### src/rtl/cpu_control_unit_if.sv
// Control bus between the CPU control FSM and the datapath.
// The control unit takes the master view: it reads status and opcode and drives every datapath strobe.
interface cpu_control_unit_if;
    logic       run;
    logic [3:0] opcode;
    logic       zero;
    logic       loadIR;
    logic       mem_rd;
    logic       mem_wr;
    logic       addr_sel;
    logic       inc_pc;
    logic       load_pc;
    logic       load_acc;
    logic [1:0] acc_src;
    logic       load_reg;
    logic [2:0] alu_op;
    logic       halted;
    logic [7:0] instr_count;

    modport master (
        input  run, opcode, zero,
        output loadIR, mem_rd, mem_wr, addr_sel, inc_pc, load_pc,
               load_acc, acc_src, load_reg, alu_op, halted, instr_count
    );

    modport slave (
        output run, opcode, zero,
        input  loadIR, mem_rd, mem_wr, addr_sel, inc_pc, load_pc,
               load_acc, acc_src, load_reg, alu_op, halted, instr_count
    );
endinterface

### src/rtl/cpu_control_unit.sv
// Multi-cycle control FSM for the 8-bit accumulator CPU: fetch, IR load, decode, execute.
// Strobes are a pure decode of the current state and opcode; only state and instr_count are stored.
module cpu_control_unit (
    input  logic                   clk,
    input  logic                   rst_n,
    cpu_control_unit_if.master     bus
);
    typedef enum logic [2:0] {
        ST_IDLE   = 3'd0,
        ST_FETCH  = 3'd1,
        ST_LOADIR = 3'd2,
        ST_DECODE = 3'd3,
        ST_EXEC   = 3'd4,
        ST_MEMRD  = 3'd5,
        ST_WB     = 3'd6,
        ST_HALT   = 3'd7
    } state_t;

    state_t     state_r;
    state_t     next_state_s;
    logic [7:0] instr_count_r;
    logic       boundary_s;
    logic       load_ir_s;
    logic       mem_rd_s;
    logic       mem_wr_s;
    logic       addr_sel_s;
    logic       inc_pc_s;
    logic       load_pc_s;
    logic       load_acc_s;
    logic [1:0] acc_src_s;
    logic       load_reg_s;
    logic [2:0] alu_op_s;
    logic       halted_s;

    // An instruction retires on the last cycle of EXEC or WB.
    assign boundary_s = (state_r == ST_EXEC) || (state_r == ST_WB);

    // State register.
    always_ff @(posedge clk or negedge rst_n) begin
        if (!rst_n) begin
            state_r <= ST_IDLE;
        end else begin
            state_r <= next_state_s;
        end
    end

    // Retired-instruction counter, wraps naturally at 8 bits.
    always_ff @(posedge clk or negedge rst_n) begin
        if (!rst_n) begin
            instr_count_r <= 8'd0;
        end else if (boundary_s) begin
            instr_count_r <= instr_count_r + 8'd1;
        end else begin
            instr_count_r <= instr_count_r;
        end
    end

    // Next-state and strobe decode.
    always_comb begin
        next_state_s = state_r;
        load_ir_s    = 1'b0;
        mem_rd_s     = 1'b0;
        mem_wr_s     = 1'b0;
        addr_sel_s   = 1'b0;
        inc_pc_s     = 1'b0;
        load_pc_s    = 1'b0;
        load_acc_s   = 1'b0;
        acc_src_s    = 2'd0;
        load_reg_s   = 1'b0;
        alu_op_s     = 3'd0;
        halted_s     = 1'b0;
        case (state_r)
            ST_IDLE: begin
                if (bus.run) begin
                    next_state_s = ST_FETCH;
                end else begin
                    next_state_s = ST_IDLE;
                end
            end
            ST_FETCH: begin
                mem_rd_s     = 1'b1;
                next_state_s = ST_LOADIR;
            end
            ST_LOADIR: begin
                mem_rd_s     = 1'b1;
                load_ir_s    = 1'b1;
                inc_pc_s     = 1'b1;
                next_state_s = ST_DECODE;
            end
            ST_DECODE: begin
                case (bus.opcode)
                    4'h8:    next_state_s = ST_MEMRD;
                    4'hF:    next_state_s = ST_HALT;
                    default: next_state_s = ST_EXEC;
                endcase
            end
            ST_EXEC: begin
                case (bus.opcode)
                    4'h1: begin
                        load_acc_s = 1'b1;
                        acc_src_s  = 2'd1;
                    end
                    4'h2, 4'h3, 4'h4, 4'h5, 4'h6, 4'h7: begin
                        load_acc_s = 1'b1;
                        alu_op_s   = bus.opcode[2:0] - 3'd2;
                    end
                    4'h9: begin
                        mem_wr_s   = 1'b1;
                        addr_sel_s = 1'b1;
                    end
                    4'hA:    load_reg_s = 1'b1;
                    4'hB:    load_pc_s  = 1'b1;
                    4'hC:    load_pc_s  = bus.zero;
                    4'hD:    load_pc_s  = ~bus.zero;
                    default: load_pc_s  = 1'b0;
                endcase
                if (bus.run) begin
                    next_state_s = ST_FETCH;
                end else begin
                    next_state_s = ST_IDLE;
                end
            end
            ST_MEMRD: begin
                mem_rd_s     = 1'b1;
                addr_sel_s   = 1'b1;
                next_state_s = ST_WB;
            end
            ST_WB: begin
                load_acc_s = 1'b1;
                acc_src_s  = 2'd2;
                if (bus.run) begin
                    next_state_s = ST_FETCH;
                end else begin
                    next_state_s = ST_IDLE;
                end
            end
            ST_HALT: begin
                halted_s     = 1'b1;
                next_state_s = ST_HALT;
            end
            default: begin
                next_state_s = ST_IDLE;
            end
        endcase
    end

    assign bus.loadIR      = load_ir_s;
    assign bus.mem_rd      = mem_rd_s;
    assign bus.mem_wr      = mem_wr_s;
    assign bus.addr_sel    = addr_sel_s;
    assign bus.inc_pc      = inc_pc_s;
    assign bus.load_pc     = load_pc_s;
    assign bus.load_acc    = load_acc_s;
    assign bus.acc_src     = acc_src_s;
    assign bus.load_reg    = load_reg_s;
    assign bus.alu_op      = alu_op_s;
    assign bus.halted      = halted_s;
    assign bus.instr_count = instr_count_r;
endmodule

### src/flat_wrapper.sv
// flat-port wrapper written by rule: the top's interface ports become plain ports
module cpu_control_unit_flat 
  (clk, rst_n, bus_run, bus_opcode, bus_zero, bus_loadIR, bus_mem_rd, bus_mem_wr, bus_addr_sel, bus_inc_pc, bus_load_pc, bus_load_acc, bus_acc_src, bus_load_reg, bus_alu_op, bus_halted, bus_instr_count);
  cpu_control_unit_if bus_i ();
  input  logic clk;
  input  logic rst_n;
  input wire logic [$bits(bus_i.run)-1:0] bus_run;
  input wire logic [$bits(bus_i.opcode)-1:0] bus_opcode;
  input wire logic [$bits(bus_i.zero)-1:0] bus_zero;
  output wire logic [$bits(bus_i.loadIR)-1:0] bus_loadIR;
  output wire logic [$bits(bus_i.mem_rd)-1:0] bus_mem_rd;
  output wire logic [$bits(bus_i.mem_wr)-1:0] bus_mem_wr;
  output wire logic [$bits(bus_i.addr_sel)-1:0] bus_addr_sel;
  output wire logic [$bits(bus_i.inc_pc)-1:0] bus_inc_pc;
  output wire logic [$bits(bus_i.load_pc)-1:0] bus_load_pc;
  output wire logic [$bits(bus_i.load_acc)-1:0] bus_load_acc;
  output wire logic [$bits(bus_i.acc_src)-1:0] bus_acc_src;
  output wire logic [$bits(bus_i.load_reg)-1:0] bus_load_reg;
  output wire logic [$bits(bus_i.alu_op)-1:0] bus_alu_op;
  output wire logic [$bits(bus_i.halted)-1:0] bus_halted;
  output wire logic [$bits(bus_i.instr_count)-1:0] bus_instr_count;
  assign bus_i.run = bus_run;
  assign bus_i.opcode = bus_opcode;
  assign bus_i.zero = bus_zero;
  assign bus_loadIR = bus_i.loadIR;
  assign bus_mem_rd = bus_i.mem_rd;
  assign bus_mem_wr = bus_i.mem_wr;
  assign bus_addr_sel = bus_i.addr_sel;
  assign bus_inc_pc = bus_i.inc_pc;
  assign bus_load_pc = bus_i.load_pc;
  assign bus_load_acc = bus_i.load_acc;
  assign bus_acc_src = bus_i.acc_src;
  assign bus_load_reg = bus_i.load_reg;
  assign bus_alu_op = bus_i.alu_op;
  assign bus_halted = bus_i.halted;
  assign bus_instr_count = bus_i.instr_count;
  cpu_control_unit u_core (.clk(clk), .rst_n(rst_n), .bus(bus_i));
endmodule
### config.mk
export PLATFORM = sky130hd
export DESIGN_NAME = cpu_control_unit_flat
export DESIGN_NICKNAME = d
export VERILOG_FILES = /design/src/rtl/cpu_control_unit_if.sv /design/src/rtl/cpu_control_unit.sv /design/src/flat_wrapper.sv
export SDC_FILE = /design/constraint.sdc
export NUM_CORES = 1
export LEC_CHECK = 0
export ABC_CLOCK_PERIOD_IN_PS = 1200
export CAP_MARGIN = 5
export CORE_MARGIN = 2
export CORE_UTILIZATION = 37
export DETAILED_ROUTE_END_ITERATION = 7
export PLACE_DENSITY = 0.77
export SLEW_MARGIN = 20
export SYNTH_ARGS = -nofsm -noshare
export SYNTH_HDL_FRONTEND = slang
export SYNTH_SLANG_ARGS = --single-unit
### constraint.sdc
create_clock -name clk -period 1.2 [get_ports clk]
set_input_delay 0.12 -clock clk [delete_from_list [all_inputs] [get_ports clk]]
set_output_delay 0.12 -clock clk [all_outputs]
set_load 0.01 [all_outputs]
==> metrics, run 1 <==
status finished with violations; failing checks setup timing; CP peak stage delay 390 ps; Compound-Gate Fraction of Synth Area 8.27%; Place WS -629 ps; Synth top area share 39.6%; final cell count without fillers 149; critical path fanouts, max 4; Combinational Power Share 66.7%; Post-CTS Hold Buffers 0; Port-buffer cells 29; post-synthesis mux area share 4.50%; HP Class in2async; global-route wire length before repair 3050 um; endpoints failing hold 0; # diodes 0; Clk pwr share 9.9%; Filler cells 149; Clock Skew 2.17 ps; Static Leakage 0.602 nW; critical path cell sequence nand2b_4, or3_4, nor3b_4, buf_2; Worst VDD drop 1.50 mV; Reg area 277 um^2; simple logic cell fraction of the synthesized area 31.5%; Routed WL per cell 12.6 um; Routed WL 1880 um; final instance area 1250 um^2; CTS tree done; largest family of logic cells by synthesized area simple AND/OR/NAND/NOR gates; Highest Signal Layer met4; sequential power share 23.4%; DR DRC count 0; max_cap viols 0; Antenna Nets Post-Route 0; CP top delay family simple AND/OR/NAND/NOR gates; synthesized area 696 um^2; worst hold margin 172 ps; XOR/XNOR share of the synthesized area 8.81%; vias 741; Overflow after GRT 0; overall power 2.52 mW; share of layout cells above drive strength 1 47.6%; Required @ worst endpoint 1080 ps; H-tree depth 1; Sw Ratio 36.0%; register area share after synthesis 39.6%; Reg clk slew, reported paths 70 ps; initial drt markers 1; # setup viols final 23; fmax 614 MHz; core area 1750 um^2; Final min period 1630 ps; WL met2 957 um; Ys Warns 0; Skew-Pair Late Insertion Delay 270 ps; CP Capture Type primary output; initial antenna violation count 0; Die Span X 47.4 um; largest net degree at the start of global routing 12; area leader, netlist dfrtp_1; CTS Sinks 11; die height 47.4 um; setup_tns -5260 ps; Max Slew Vio Count 0; CP Class reg2out; Core Util, Final 71.4%; Via density 4.97; root buf cell clkbuf_4; worst-margin pin slew 473 ps; Tcrit/Tclk final 136%; CP startpoint kind flop; routability cong. 0.757; Nets 134; routed length on met3 136 um; Num CTS Buffers 3; Cell variety after synth 32; Adder-Cell Fraction of Synth Area 1.80%; Starting Density 39.9%; arrival time worst endpoint 1510 ps; Syn Nets 80; buffer and inverter count on the worst path 1; placed cells 135; setup slack after layout -428 ps; HPWL after DPL 1350 um; max_slew headroom 68.4%; RSZ-0062 raised after global routing true; clk buf depth 2; I/O Pins 30; vias in the first global route 754; P per Cell Area 2030 nW/um^2; Pre-antenna DRT Iters 2; Die ar. 2240 um^2; internal power 1.62 mW; Net Sw Power 908 uW; num rows 15; Avg Inst Size Synth 9.80 um^2; Total GRT Usage 19.0%; multi-input logic area 442 um^2; most area-consuming cells after synthesis dfrtp_1 (40%), xnor2_1 (8.8%), nand4_1 (3.6%), nor3b_2 (3.6%), nor2_1 (3.2%); placed instance area 1120 um^2; Syn Inst Count 71; Seq cells post-synth 11; Worst path slowest cell dfrtp_1; Layout area overhead 79.1%; WL met1 751 um
[what timing repair did]
item | in CTS | in global routing
gates cloned | 0 | 0
setup buffers | 9 | 5
setup endpoints to repair | 29 | 23
pin swaps | 15 | 3
resized for setup | 81 | 14
[routing by layer]
layer  vias up  global-route usage (%)
met3         5                    2.69
met2        30                    36.8
met1       347                    19.9
met5         -                       0
met4         0                    8.33
li1        359                       -
[state kept, by name, summed over array words and instances (netlist names)]
name / cells
u_core.bus.instr_count: 8
u_core.state_r: 3
[cell type report]
cell class / count / share of cell area, %
timing repair buffer: 55 / 37.4
multi-input combinational: 53 / 35.4
sequential: 11 / 22.2
tap: 25 / 2.51
clock buffer: 4 / 2.11
inverter: 1 / 0.301
[placed cells by master, fill, tap and decap left out]
cell type / instances
a21oi_1: 1
a31oi_1: 2
a41oi_2: 1
and2_4: 1
and2b_1: 2
and3_1: 2
and3_4: 1
and4b_2: 1
buf_2: 10
buf_4: 16
buf_6: 14
clkbuf_1: 1
clkbuf_4: 3
clkdlybuf4s50_1: 6
dfrtp_1: 10
dfrtp_2: 1
dlygate4sd2_1: 9
ha_1: 1
inv_1: 1
mux2_4: 1
mux2i_1: 2
nand2_1: 2
nand2_2: 2
nand2b_4: 2
nand3b_1: 1
nand4_1: 4
nand4bb_1: 1
nor2_1: 4
nor2_2: 1
nor2_4: 1
nor2b_1: 1
nor3_1: 2
nor3b_1: 1
nor3b_2: 1
nor3b_4: 2
o21a_1: 2
o21ai_0: 2
o22ai_1: 1
or3_4: 1
xnor2_1: 7
[final timing paths]
| path | slack (ps) | cells after the start | end | from |
|---|---|---|---|---|
| setup / recovery | -430 | 4 | bus_alu_op[0] | u_core.state_r[0]$_DFF_PN0_ |
| hold / removal | 170 | 1 | u_core.bus.instr_count[1]$_DFFE_PN0P_ | rst_n |
| setup reg to reg | -160 | 5 | u_core.bus.instr_count[1]$_DFFE_PN0P_ | u_core.state_r[0]$_DFF_PN0_ |
| hold reg to reg | 470 | 1 | u_core.bus.instr_count[7]$_DFFE_PN0P_ | u_core.bus.instr_count[7]$_DFFE_PN0P_ |
| max in group asynchronous | 680 | 1 | u_core.state_r[2]$_DFF_PN0_ | rst_n |
| min in group clk | 470 | 1 | u_core.bus.instr_count[7]$_DFFE_PN0P_ | u_core.bus.instr_count[7]$_DFFE_PN0P_ |
[kinds of logic (layout without fill, tap and decap cells)]
family | Yosys count | after routing
buffers and inverters | 7 | 60
multiplexers | 3 | 3
XOR/XNOR | 7 | 7
adder cells (fa/ha/maj) | 1 | 1
AO/OA/AOI/OAI | 9 | 9
flip-flops | 11 | 11
AND/OR/NAND/NOR | 33 | 33
[synthesized netlist by cell type (all sizes together)]
cell type,count
xnor2,7
nor2,6
and2,1
and2b,2
o21a,2
nor2b,1
nand4,4
nand2b,2
nor3b,4
inv,1
nor3,2
and4b,1
a41oi,1
o22ai,1
and3,3
nand4bb,1
clkbuf,3
ha,1
o21ai,2
mux2i,2
nand2,4
dfrtp,11
or3,1
a21oi,1
a31oi,2
buf,3
nand3b,1
mux2,1
[power groups by stage]
stage | Sequential [mW] | Combinational, mW | Clock (mW)
global placement | 0.646 | 1.20 | 0
CTS | 0.585 | 1.53 | 0.247
floorplan | 0.660 | 0.610 | 0
global route | 0.603 | 1.81 | 0.268
detailed placement | 0.652 | 1.22 | 0
finish | 0.591 | 1.68 | 0.249
Power figures use the tool's default switching activity.
==> run 2, diff against run 1 <==
- CELL_PAD_IN_SITES_DETAIL_PLACEMENT: not set -> 1
- CELL_PAD_IN_SITES_GLOBAL_PLACEMENT: not set -> 1
- CORE_ASPECT_RATIO: not set -> 1.5
- CORE_UTILIZATION: 37 -> 27
==> run 2 against run 1 <==
Effect of this change:
- the flow still finishes with violations (setup timing)
- worst setup slack lost 43 ps
- die area grew 34%
- register-to-register slack lost 70 ps
- non-clock buffer count shrank 4
- maximum frequency shrank 2.6%
- global-route usage shrank 2.8 points
- critical path depth is the same
- cell count shrank 3.4%
- via count grew 0.81%
- sequential power grew 5.4%
- combinational power shrank 6%
- clock-buffer cell count is the same
- critical path type unchanged
- largest power group unchanged
==> metrics, run 2 (synthesis gave the netlist of run 1 again) <==
status finished with violations; failing checks setup timing; P per Cell Area 2020 nW/um^2; Pre-antenna DRT Iters 3; # diodes 0; CP Class reg2out; sequential power share 25.3%; Die Span X 45.4 um; global-route wire length before repair 3560 um; initial antenna violation count 0; Nets 130; share of layout cells above drive strength 1 48.3%; Via density 5.19; Tcrit/Tclk final 139%; arrival time worst endpoint 1550 ps; num rows 22; multi-input logic area 468 um^2; initial drt markers 5; Die ar. 3010 um^2; vias 747; Net Sw Power 933 uW; Required @ worst endpoint 1080 ps; CP Capture Type primary output; RSZ-0062 raised after global routing true; max reg flops 8; Port-buffer cells 29; Clk pwr share 10.4%; # setup viols final 22; max_cap viols 0; Routed WL 2130 um; Reg area 278 um^2; Overflow after GRT 0; internal power 1.53 mW; HP Class in2async; core area 2450 um^2; Static Leakage 0.600 nW; fmax 599 MHz; Layout area overhead 75.5%; routability cong. 0.767; I/O Pins 30; Combinational Power Share 64.3%; Reg clk slew, reported paths 70 ps; CTS tree done; H-tree depth 1; die height 66.2 um; critical path fanouts, max 4; commonest non-fill, non-tap cell in the layout buf_4; clk buf depth 2; commonest cells after routing, fill and taps aside buf_4 (15), buf_2 (12), dlygate4sd2_1 (9), buf_6 (9), dfrtp_1 (9); CTS Sinks 11; worst hold margin 175 ps; Skew-Pair Late Insertion Delay 270 ps; placed cells 133; Starting Density 28.4%; Worst VDD drop 0.941 mV; largest net degree at the start of global routing 12; Final min period 1670 ps; worst-margin pin slew 493 ps; Sw Ratio 37.9%; root buf cell clkbuf_4; Num CTS Buffers 3; Max Slew Vio Count 0; max_slew headroom 67.0%; Routed WL per cell 14.8 um; final cell count without fillers 144; Filler cells 281; setup slack after layout -471 ps; endpoints failing hold 0; DR DRC count 0; vias in the first global route 776; CP startpoint kind flop; Antenna Nets Post-Route 0; HPWL after DPL 1660 um; Total GRT Usage 16.3%; Clock Skew 6.83 ps
run 2: cell type report:
type,instances,share of cell area [%]
clock buffer,4,2.15
sequential,11,22.7
timing repair buffer,51,34.0
tap,24,2.46
multi-input combinational,53,38.3
inverter,1,0.307
run 2: worst max-delay path: stages, from the launching register on:
cell	delay [ps]
dfrtp_1	400
nand2b_4	150
or3_4	380
nor3b_4	200
buf_2	160
run 2: what timing repair did:
action | in CTS | in global routing
hold buffers | 0 | 0
setup endpoints to repair | 30 | 23
pin swaps | 9 | 6
setup buffers | 8 | 2
gates resized for setup | 82 | 15
run 2: per-layer routing:
metal / wire (um) / global-route usage, % / vias up / share of wire [%]
met3: 129 / 2.46 / 5 / 6.0
met2: 1260 / 31.7 / 32 / 59
met1: 686 / 15.2 / 360 / 32
met5: 0 / 0 / - / 0
met4: 54 / 7.72 / 0 / 2.5
li1: - / - / 350 / -
run 2: path summary, 6_finish.rpt:
path / startpoint / end / slack [ps] / cells past startpoint
max: u_core.state_r[0]$_DFF_PN0_ / bus_alu_op[0] / -470 / 4
min: rst_n / u_core.bus.instr_count[2]$_DFFE_PN0P_ / 170 / 1
max reg2reg: u_core.state_r[2]$_DFF_PN0_ / u_core.bus.instr_count[1]$_DFFE_PN0P_ / -230 / 5
min reg2reg: u_core.bus.instr_count[7]$_DFFE_PN0P_ / u_core.bus.instr_count[7]$_DFFE_PN0P_ / 470 / 1
max in group asynchronous: rst_n / u_core.bus.instr_count[1]$_DFFE_PN0P_ / 660 / 1
min in group clk: bus_opcode[1] / u_core.state_r[1]$_DFF_PN0_ / 410 / 3
run 2: per-stage QoR:
step           util, %  worst slack, ps  area, um^2  TNS, ps  power, mW
2_1_floorplan        -             -135         713     -504       1.27
3_3_place_gp      45.4             -637        1110    -7630       1.91
3_5_place_dp      45.4             -656        1110    -8220       1.96
4_1_cts           48.5             -477        1190    -6020       2.40
5_1_grt           49.8             -509        1220    -6810       2.65
6_report          49.8             -471        1220    -5350       2.46
run 2: power groups by stage:
stage	Sequential (mW)	Clock, mW	Combinational, mW
2_1_floorplan	0.660	0	0.610
3_3_place_gp	0.646	0	1.27
4_1_cts	0.621	0.270	1.51
6_report	0.623	0.255	1.58
5_1_grt	0.641	0.279	1.73
3_5_place_dp	0.658	0	1.30
